===== config.mk =====
export PLATFORM = sky130hd
export DESIGN_NAME = regfile_wb_scheduler
export DESIGN_NICKNAME = d
export VERILOG_FILES = /design/src/rtl/regfile_wb_scheduler.sv
export SDC_FILE = /design/constraint.sdc
export NUM_CORES = 1
export LEC_CHECK = 0
export BUFFER_PORTS_ARGS = -buffer_cell sky130_fd_sc_hd__buf_4
export CORE_MARGIN = 5
export CORE_UTILIZATION = 40
export CTS_BUF_LIST = sky130_fd_sc_hd__clkbuf_8
export DETAILED_ROUTE_END_ITERATION = 10
export GPL_TIMING_DRIVEN = 0
export PLACE_DENSITY = 0.64
export SLEW_MARGIN = 0
export SYNTH_ARGS = -nofsm -noshare
export SYNTH_HDL_FRONTEND = slang
export SYNTH_SLANG_ARGS = --single-unit

===== constraint.sdc =====
create_clock -name clk -period 3.51 [get_ports clk]
set_input_delay 0.702 -clock clk [delete_from_list [all_inputs] [get_ports clk]]
set_output_delay 0.702 -clock clk [all_outputs]
set_load 0.05 [all_outputs]

===== src/rtl/regfile_wb_scheduler.sv =====
// Register file scheduler: issue-side scoreboard with RAW/WAW hazard stalls,
// and a round-robin arbiter sharing the single register file write port
// between the ALU and memory writeback paths.
module regfile_wb_scheduler #(
    parameter int ADDR_WIDTH = 5,
    parameter int DATA_WIDTH = 64,
    parameter int NUM_REGS   = 2 ** ADDR_WIDTH
) (
    input  logic                  clk,
    input  logic                  reset,
    // issue side
    input  logic                  issue_valid,
    input  logic [ADDR_WIDTH-1:0] issue_rs1,
    input  logic [ADDR_WIDTH-1:0] issue_rs2,
    input  logic [ADDR_WIDTH-1:0] issue_rd,
    output logic                  issue_ready,
    // ALU writeback
    input  logic                  alu_wb_valid,
    input  logic [ADDR_WIDTH-1:0] alu_wb_addr,
    input  logic [DATA_WIDTH-1:0] alu_wb_data,
    output logic                  alu_wb_ready,
    // load writeback
    input  logic                  mem_wb_valid,
    input  logic [ADDR_WIDTH-1:0] mem_wb_addr,
    input  logic [DATA_WIDTH-1:0] mem_wb_data,
    output logic                  mem_wb_ready,
    // register file write port
    output logic                  rf_write_enable,
    output logic [ADDR_WIDTH-1:0] rf_write_addr,
    output logic [DATA_WIDTH-1:0] rf_write_data,
    // status
    output logic [NUM_REGS-1:0]   busy,
    output logic [15:0]           stall_count,
    output logic                  wb_error
);

    typedef enum logic {
        PTR_ALU = 1'b0,
        PTR_MEM = 1'b1
    } ptr_e;

    ptr_e                  ptr;
    logic                  issue_fire;
    logic                  alu_grant;
    logic                  mem_grant;
    logic                  grant_valid;
    logic [ADDR_WIDTH-1:0] grant_addr;
    logic [DATA_WIDTH-1:0] grant_data;
    logic [NUM_REGS-1:0]   busy_next;

    // Hazard check: any nonzero source or destination still in flight blocks issue.
    always_comb begin
        issue_ready = !((issue_rs1 != '0) && busy[issue_rs1])
                   && !((issue_rs2 != '0) && busy[issue_rs2])
                   && !((issue_rd  != '0) && busy[issue_rd]);
        issue_fire  = issue_valid && issue_ready;
    end

    // Writeback arbitration: lone requester wins, contention resolved by the pointer.
    always_comb begin
        // NOTE: every output of a combinational block gets a default first so no
        // path leaves it unassigned, which would otherwise infer a latch.
        alu_grant = 1'b0;
        mem_grant = 1'b0;
        if (!reset) begin
            if (alu_wb_valid && mem_wb_valid) begin
                alu_grant = (ptr == PTR_ALU);
                mem_grant = (ptr == PTR_MEM);
            end else begin
                alu_grant = alu_wb_valid;
                mem_grant = mem_wb_valid;
            end
        end
        grant_valid = alu_grant || mem_grant;
        grant_addr  = alu_grant ? alu_wb_addr : mem_wb_addr;
        grant_data  = alu_grant ? alu_wb_data : mem_wb_data;
    end

    assign alu_wb_ready = alu_grant;
    assign mem_wb_ready = mem_grant;

    // Priority pointer only moves after a contended grant, giving strict alternation.
    always_ff @(posedge clk) begin
        // NOTE: sequential state uses non-blocking assignments so every flop
        // samples pre-edge values regardless of statement order.
        if (reset) begin
            ptr <= PTR_ALU;
        end else if (alu_wb_valid && mem_wb_valid) begin
            ptr <= (ptr == PTR_ALU) ? PTR_MEM : PTR_ALU;
        end
    end

    // Write stage: a grant in cycle N drives the register file in N+1; addr/data hold otherwise.
    always_ff @(posedge clk) begin
        if (reset) begin
            rf_write_enable <= 1'b0;
            rf_write_addr   <= '0;
            rf_write_data   <= '0;
        end else begin
            rf_write_enable <= grant_valid;
            if (grant_valid) begin
                rf_write_addr <= grant_addr;
                rf_write_data <= grant_data;
            end
        end
    end

    // Scoreboard update: clear on the edge the register file commits, then set on issue (set wins).
    always_comb begin
        busy_next = busy;
        if (rf_write_enable && (rf_write_addr != '0)) begin
            busy_next[rf_write_addr] = 1'b0;
        end
        if (issue_fire && (issue_rd != '0)) begin
            busy_next[issue_rd] = 1'b1;
        end
    end

    // Scoreboard register; bit 0 can never be set because rd=0 is filtered above.
    always_ff @(posedge clk) begin
        if (reset) begin
            busy <= '0;
        end else begin
            busy <= busy_next;
        end
    end

    // Sticky error when a writeback is granted to a nonzero register with no write in flight.
    always_ff @(posedge clk) begin
        if (reset) begin
            wb_error <= 1'b0;
        end else if (grant_valid && (grant_addr != '0) && !busy[grant_addr]) begin
            wb_error <= 1'b1;
        end
    end

    // Saturating count of cycles in which decode waited on a hazard.
    always_ff @(posedge clk) begin
        if (reset) begin
            stall_count <= '0;
        end else if (issue_valid && !issue_ready && (stall_count != 16'hFFFF)) begin
            stall_count <= stall_count + 16'd1;
        end
    end

endmodule


== Word-level counts from Yosys, hierarchy flattened ==
Index checks and enable logic that the tools add are counted.

* Bits in registers: 120
* Bits of input ports: 158
* Output and inout port bits: 122
* Logic and storage cells: 67

* $add $sub $neg: 1
* $lt $le $gt $ge: 7
* Equality and inequality tests: 1
* Multiplexer cells: 21
* Bitwise gates (word level): 4
* Reductions and logical operators: 26

{| class="wikitable"
|+ Operator list
! operator !! count
|-
| 32-bit two-way mux || 2
|-
| 64-bit two-way mux || 1
|-
| 32-bit AND || 1
|-
| 32-bit inverter || 1
|-
| 32-bit OR || 1
|-
| 5-bit by 6-bit less-than comparator with 1-bit output (second input constant) || 5
|-
| 5-bit nonzero test || 5
|-
| 1-bit binary-select mux with 5-bit select || 4
|-
| 16-bit by 1-bit adder with 16-bit output (second input constant) || 1
|-
| 16-bit inequality test (second input constant) || 1
|-
| 1-bit logical AND || 15
|-
| 1-bit two-way mux || 11
|-
| 1-bit demux with 5-bit select || 2
|-
| 5-bit by 1-bit greater-or-equal comparator with 1-bit output (second input constant) || 2
|-
| 1-bit logical NOT || 5
|-
| 5-bit two-way mux || 1
|-
| 1-bit logical OR || 1
|-
| 1-bit inverter || 1
|}

== Longest topological paths before layout ==
Gate-level depths: netlist (run 1).

* Word-level depth: 9
* Depth in mapped cells: 10
* Depth with buffers taken out: 8

== Least setup slack after synthesis (run 1) ==
No wires, ideal clock.

* Kind: input port to output port
* Start point: in issue_rd[1]
* End point: out issue_ready
* Arrival time: 2.606 ns
* Data required time: 2.808 ns
* Path slack: 0.202 ns
* Stages: 8
* Buffers on the path: 2
* Cell sequence: buf_2 mux2i_1 o22ai_1 nor4_1 o32ai_4 or4_1 buf_6 inv_8

* Word-level cells in the longest chain between the ends: 5
* Elaborated cells between the ends (all ways): 6
* Those cells by class: mux (2); reduce/logical (4)

{| class="wikitable"
|+ RTL lines
! what !! RTL line !! source
|-
| start, declared || 15 || <nowiki>input logic [ADDR_WIDTH-1:0] issue_rd,</nowiki>
|-
| 1-bit binary-select mux with 5-bit select || 55 || <nowiki>&& !((issue_rd != '0) && busy[issue_rd]);</nowiki>
|-
| 1-bit two-way mux (implied by the code) || 55 ||
|-
| 1-bit logical AND (*) || 55 ||
|-
| 1-bit logical NOT (*) || 55 ||
|-
| 1-bit logical AND (*) || 55 ||
|-
| end, declared || 16 || <nowiki>output logic issue_ready,</nowiki>
|}

Mark *: on every way between the ends. The rest lies on a longest branch, timed or not. The select of a mux whose other input is x is not followed.

== Worst setup path in the final report (run 1) ==
Ends and elaborated chain as after synthesis.

==> metrics.yaml, run 1 <==
place.gp.congestion: 0.911
grt-ovfl-total: 0
rrSetupSlack_ps: 690
clock_latency_ps: 440
grt_pass1_wl_um: 40700
setup_viol: 0
crit_cells: 10
coreArea_mm2: 0.0166
crit_family: "buffers and inverters"
h-tree-depth: 4
start_util_pct: 40.9
path_clk_slew_ps: 70
drv_cap: 0
cts.path.max_buffers: 2
finalClockSkew_ps: 12.6
grt_pass1_vias: 6897
reg2reg_to: "stall_count[0]"
synth.ff_latch_count: 120
reg2reg_from: "busy[21]"
die_w_um: 140
synth_cells: 724
worst_pin_slew_ps: 1050
slew_headroom_pct: 27.8
ys_seq_area_share_pct: 35.3
final_area_mm2: 0.00968
holdWs_ps: 503
rows: 47
drt_iter0_drc: 469
vias: 6980
crit_arrival_ps: 2780
critPathRequiredTime_ps: 2810
crit_top_cell: "buf_6"
cp-startpoint: "issue_rd[1]"
drtPass1Iterations: 6
crit_end: "issue_ready"
reg2reg_depth: 7
hold_path.class: "flip-flop to flip-flop"
synth_area_mm2: 0.00680
postSynthAreaPerCell_um2: 9.39
grt_max_degree: 17
period_share_pct: 99.3
p_per_area_mw_per_mm2: 390
cts_sinks: 120
drc: 0
synth_top_area_share_pct: 35.3
routed_wirelength_um: 26900
hold_viol: 0
peakVddDrop_uv: 253
io_buffers: 273
leakage_nw: 3.98
synthTopCellsByArea: "dfxtp_1 (35%), mux2i_1 (15%), a211oi_1 (7.4%)"
die_area_mm2: 0.0197
yosys_warnings: 0
cp_num_buf_inv: 5
cts-root-buf: "clkbuf_8"
area_growth_pct: 42.3
crit_path_start_kind: "input port"
slowest_stage: "or4_4"
hpwl_um: 21000
cts_tree: "yes"
antenna_found_initial: 0
synthDistinctLibCells: 58
maxSlewViolCount: 0
final_nets: 1181
synth_fp_nets: 883
path_max_fanout: 10
status: "completed"
critPathKind: "input port to output port"
cts_hold_buf: 0
synth-main-ff-cell: "dfxtp_1"
ant_nets: 0
grt_usage_pct: 26.4
antenna_cells: 0
io_pins: 280
drive_gt1_share_pct: 37.1
cts_buffers: 17
synth_top_cell_by_area: "dfxtp_1"
finalCriticalPeriod_ps: 3490
synth_edf_count: 0
timing.fmax_ghz: 0.287
routedWlPerCell_um: 21.5
placed_area_mm2: 0.00913
die_h_um: 140
crit_chain: "buf_4, buf_6, mux2i_2, o22ai_1, o41ai_2, o21ai_1, or4_4, buf_6, inv_8, buf_8"
via_per_inst: 5.56
synthArstFlopShare_pct: 0
cpPeakStageDelay_ps: 500
end_kind: "output port"
state kept, by name, summed over array words and instances (netlist names):
| register | flops |
|---|---|
| busy | 32 |
| rf_write_addr | 5 |
| stall_count | 16 |
| rf_write_enable | 1 |
| wb_error | 1 |
| rf_write_data | 64 |
| ptr | 1 |
layer usage:
layer	track usage [%]	part of all wire, %
met1	32.9	41
met2	43.7	48
met3	8.86	8.8
met4	7.04	2.0
met5	0	0
area by class of cell:
| class | count | area, um^2 |
|---|---|---|
| clock buffer | 20 | 275 |
| inverter | 9 | 41.3 |
| buffer | 58 | 318 |
| timing repair buffer | 279 | 2100 |
| tap | 220 | 275 |
| clock inverter | 12 | 126 |
| multi-input combinational | 537 | 4130 |
| fill | 1552 | 6970 |
| sequential | 120 | 2410 |
report_power, final:
part | switching (W) | internal (W)
logic | 0.000614 | 0.000379
clock network | 0.000596 | 0.000682
registers | 0.0000604 | 0.00144
cell families (layout without fill, tap and decap cells):
group,after synthesis,in the layout,share of synthesized area [%]
xor gates and xnor gates,1,1,0.129
muxes,132,132,22.8
buffers and inverters,67,378,4.69
AOI/OAI and AO/OA,153,153,17.8
and+or+nand+nor,250,250,19.1
DFF,120,120,35.3
adders and majority gates,1,1,0.184
cells in the mapped netlist (6+ instances only):
library cell,count
dfxtp_1,120
mux2i_1,104
nor2_1,87
a211oi_1,67
nand2_1,35
clkbuf_1,34
nor2b_1,31
nand3b_1,29
nand3_1,19
o31ai_1,19
o21ai_0,18
mux4_2,16
o31ai_2,16
buf_1,11
nand2b_1,10
a21oi_1,8
nor3_1,8
o22ai_1,8
buf_6,7
inv_1,7
mux2_1,7
buf_2,6
timing repair:
| item | in CTS | in global routing |
|---|---|---|
| pin swaps | 3 | 5 |
| endpoints found under the setup margin | 1 | 1 |
| resized for setup | 12 | 21 |
| buffers inserted | 3 | 3 |
stage by stage:
stage	utilization, %	std cells	setup TNS (ps)	total power [W]	worst slack (ps)
4_1_cts	57.6	1252	0	0.00379	8.14
2_1_floorplan	-	724	0	0.00211	202
3_5_place_dp	54.8	1217	-1010	0.00251	-504
3_3_place_gp	54.8	1217	-816	0.00250	-491
6_report	58.1	1255	0	0.00377	23.8
5_1_grt	58.1	1255	-33.7	0.00392	-33.7
worst register-to-register path, stage by stage, from the launching register on:
cell     delay (ps)
dfxtp_1         370
mux4_2          480
o211a_1         230
a211o_1         310
buf_4           150
o41ai_4         660
nor2_1          170
mux2_1          340
cells in the final DEF (no fill, tap or decap), drive strengths merged, types with 2 or more instances in the layout:
master / synthesis / final
nor2: 87 / 87
a21oi: 8 / 8
and2: 2 / 2
a311oi: 2 / 2
nand2b: 10 / 10
nor2b: 31 / 31
or4: 5 / 5
nor3: 9 / 9
clkbuf: 34 / 54
or3b: 3 / 3
clkinv: 0 / 5
mux2: 11 / 11
nand3: 19 / 19
dfxtp: 120 / 120
nor4: 2 / 2
clkinvlp: 0 / 4
o31ai: 35 / 35
o32ai: 2 / 2
o22ai: 8 / 8
o21ai: 19 / 19
o41ai: 2 / 2
buf: 24 / 303
or3: 3 / 3
nand4: 4 / 4
nor3b: 5 / 5
mux2i: 105 / 105
and4: 3 / 3
nand2: 35 / 35
bufinv: 0 / 2
inv: 9 / 10
a211oi: 67 / 67
mux4: 16 / 16
nand3b: 29 / 29
how the worst min path moves through the flow:
stage	start	end	cells past startpoint
floorplan	ptr	ptr	2
global placement	stall_count[13]	stall_count[13]	2
detailed placement	stall_count[13]	stall_count[13]	2
CTS	stall_count[13]	stall_count[13]	2
global route	alu_wb_data[6]	rf_write_data[6]	3
finish	stall_count[13]	stall_count[13]	2
Note: power is estimated with default switching activity, not from simulation.
==> inputs of run 2 (changes only) <==
Settings changed: REMOVE_ABC_BUFFERS set to 1.
==> run 2 against run 1 <==
Compared with the run above: combinational power is 2.7% lower; flip-flop and latch count is the same; critical path depth fell by 3; critical path type unchanged; clock skew about the same.
==> metrics.yaml, run 2 (synthesis gave the netlist of run 1 again) <==
antenna_cells: 0
reg2reg_from: "busy[17]"
crit_path_start_kind: "input port"
cts-root-buf: "clkbuf_8"
final_common_cell: "buf_4"
start_util_pct: 40.9
grt_usage_pct: 24.1
final_nets: 1143
io_buffers: 279
cts_buffers: 17
path_max_fanout: 10
worst_pin_slew_ps: 838
dpl.cell_count: 1171
cts.path.max_buffers: 2
slew_headroom_pct: 44.1
routedWlPerCell_um: 20.2
final_cell_count_no_fill: 1217
grt_pass1_vias: 6717
leakage_nw: 3.97
drive_gt1_share_pct: 38.4
holdWs_ps: 486
place.gp.congestion: 0.844
top_register: "rf_write_data"
coreArea_mm2: 0.0166
routedLengthMet1_um: 9640
rows: 47
p_per_area_mw_per_mm2: 389
io_pins: 280
clock_latency_ps: 440
h-tree-depth: 4
fill_cells: 1518
multi_input_area_mm2: 0.00414
finalCriticalPeriod_ps: 3460
largest_reg_flops: 64
routed_wirelength_um: 24500
drtPass1Iterations: 5
crit_end: "issue_ready"
reg_top3: "rf_write_data (64), busy (32), stall_count (16)"
drv_cap: 0
maxSlewViolCount: 0
cp-startpoint: "issue_rs2[0]"
met2_length_um: 11800
die_area_mm2: 0.0197
cpPeakStageDelay_ps: 580
crit_chain: "buf_4, mux4_2, o211a_1, a211o_1, or4_4, inv_8, buf_6"
finalPower_w: 0.00373
hpwl_um: 17800
grt_max_degree: 134
antenna_found_initial: 0
cts_tree: "yes"
peakVddDrop_uv: 211
setup_viol: 0
reg2reg_depth: 6
critPathRequiredTime_ps: 2810
grt_pass1_wl_um: 37700
critPathKind: "input port to output port"
path_clk_slew_ps: 80
rrSetupSlack_ps: 640
period_share_pct: 98.6
timing.fmax_ghz: 0.289
drc: 0
rsz0062_at_grt: "no"
end_kind: "output port"
placed_area_mm2: 0.00901
top_layer_used: "met4"
hold_viol: 0
die_h_um: 140
ant_nets: 0
crit_arrival_ps: 2760
area_growth_pct: 41.2
wl_met3_um: 2070
via_per_inst: 5.58
status: "completed"
final_area_mm2: 0.00960
cts_sinks: 120
die_w_um: 140
grt-ovfl-total: 0
register_area_mm2: 0.00240
finalClockSkew_ps: 13.0
vias: 6795
reg2reg_to: "busy[20]"
slowest_stage: "or4_4"
final_cell_mix: "buf_4 (288), dfxtp_1 (120), mux2i_1 (103)"
hold_path.class: "flip-flop to flip-flop"
drt_iter0_drc: 454
[run 2: changes by cell type in the layout (fill, tap and decap cells not counted), moves of 5 or more]
cell / before / now
buf_8: 1 / 6
dfxtp_1: 114 / 120
buf_6: 7 / 1
buf_4: 280 / 288
buf_1: 10 / 0
dfxtp_2: 6 / 0
clkbuf_1: 31 / 0
[run 2: layout make-up]
class | instances | share of cell area (%)
multi-input cells | 538 | 43.1
flip-flops and latches | 120 | 25.0
repair buffers | 298 | 24.4
clock buffers | 20 | 2.87
well taps | 220 | 2.87
clock inverters | 12 | 1.30
inverters | 9 | 0.456
[run 2: metrics by stage]
| stage | TNS [ps] | utilization (%) | worst slack (ps) |
|---|---|---|---|
| CTS | 0 | 57.2 | 14.7 |
| global placement | -206100 | 53.4 | -4810 |
| floorplan | -38330 | - | -3070 |
| detailed placement | -10660 | 54.1 | -1280 |
| finish | 0 | 57.7 | 48.9 |
| global route | 0 | 57.7 | 4.92 |
[run 2: worst min-delay path by stage]
stage,from,end,slack (ps),cells past startpoint
finish,busy[0],busy[0],490,1
global route,busy[0],busy[0],510,1
CTS,busy[0],busy[0],490,1
detailed placement,busy[0],busy[0],470,1
global placement,busy[0],busy[0],470,1
floorplan,ptr,ptr,490,2
[run 2: what timing repair did]
action                                  in CTS  in global routing
pin swaps                                    3                  2
gates cloned                                 1                  0
setup buffers                                5                  8
endpoints found under the setup margin       3                  2
resized for setup                           10                  6
hold buffers                                 0                  0
[run 2: power by group]
part | switching [W] | internal, W | leakage (nW)
registers | 0.0000695 | 0.00144 | 0.983
logic | 0.000587 | 0.000379 | 2.79
clock network | 0.000577 | 0.000682 | 0.194
[run 2: layer usage]
metal | track usage, % | vias up
met2 | 40.0 | 318
met3 | 8.04 | 50
met4 | 11.6 | 0
li1 | - | 3219
met5 | 0 | -
met1 | 28.1 | 3208
[run 2: critical path: cells and delay by family]
family                 cells  cell delay, ps
AO/OA/AOI/OAI              2             490
multiplexers               1             520
AND/OR/NAND/NOR            1             580
buffers and inverters      3             450
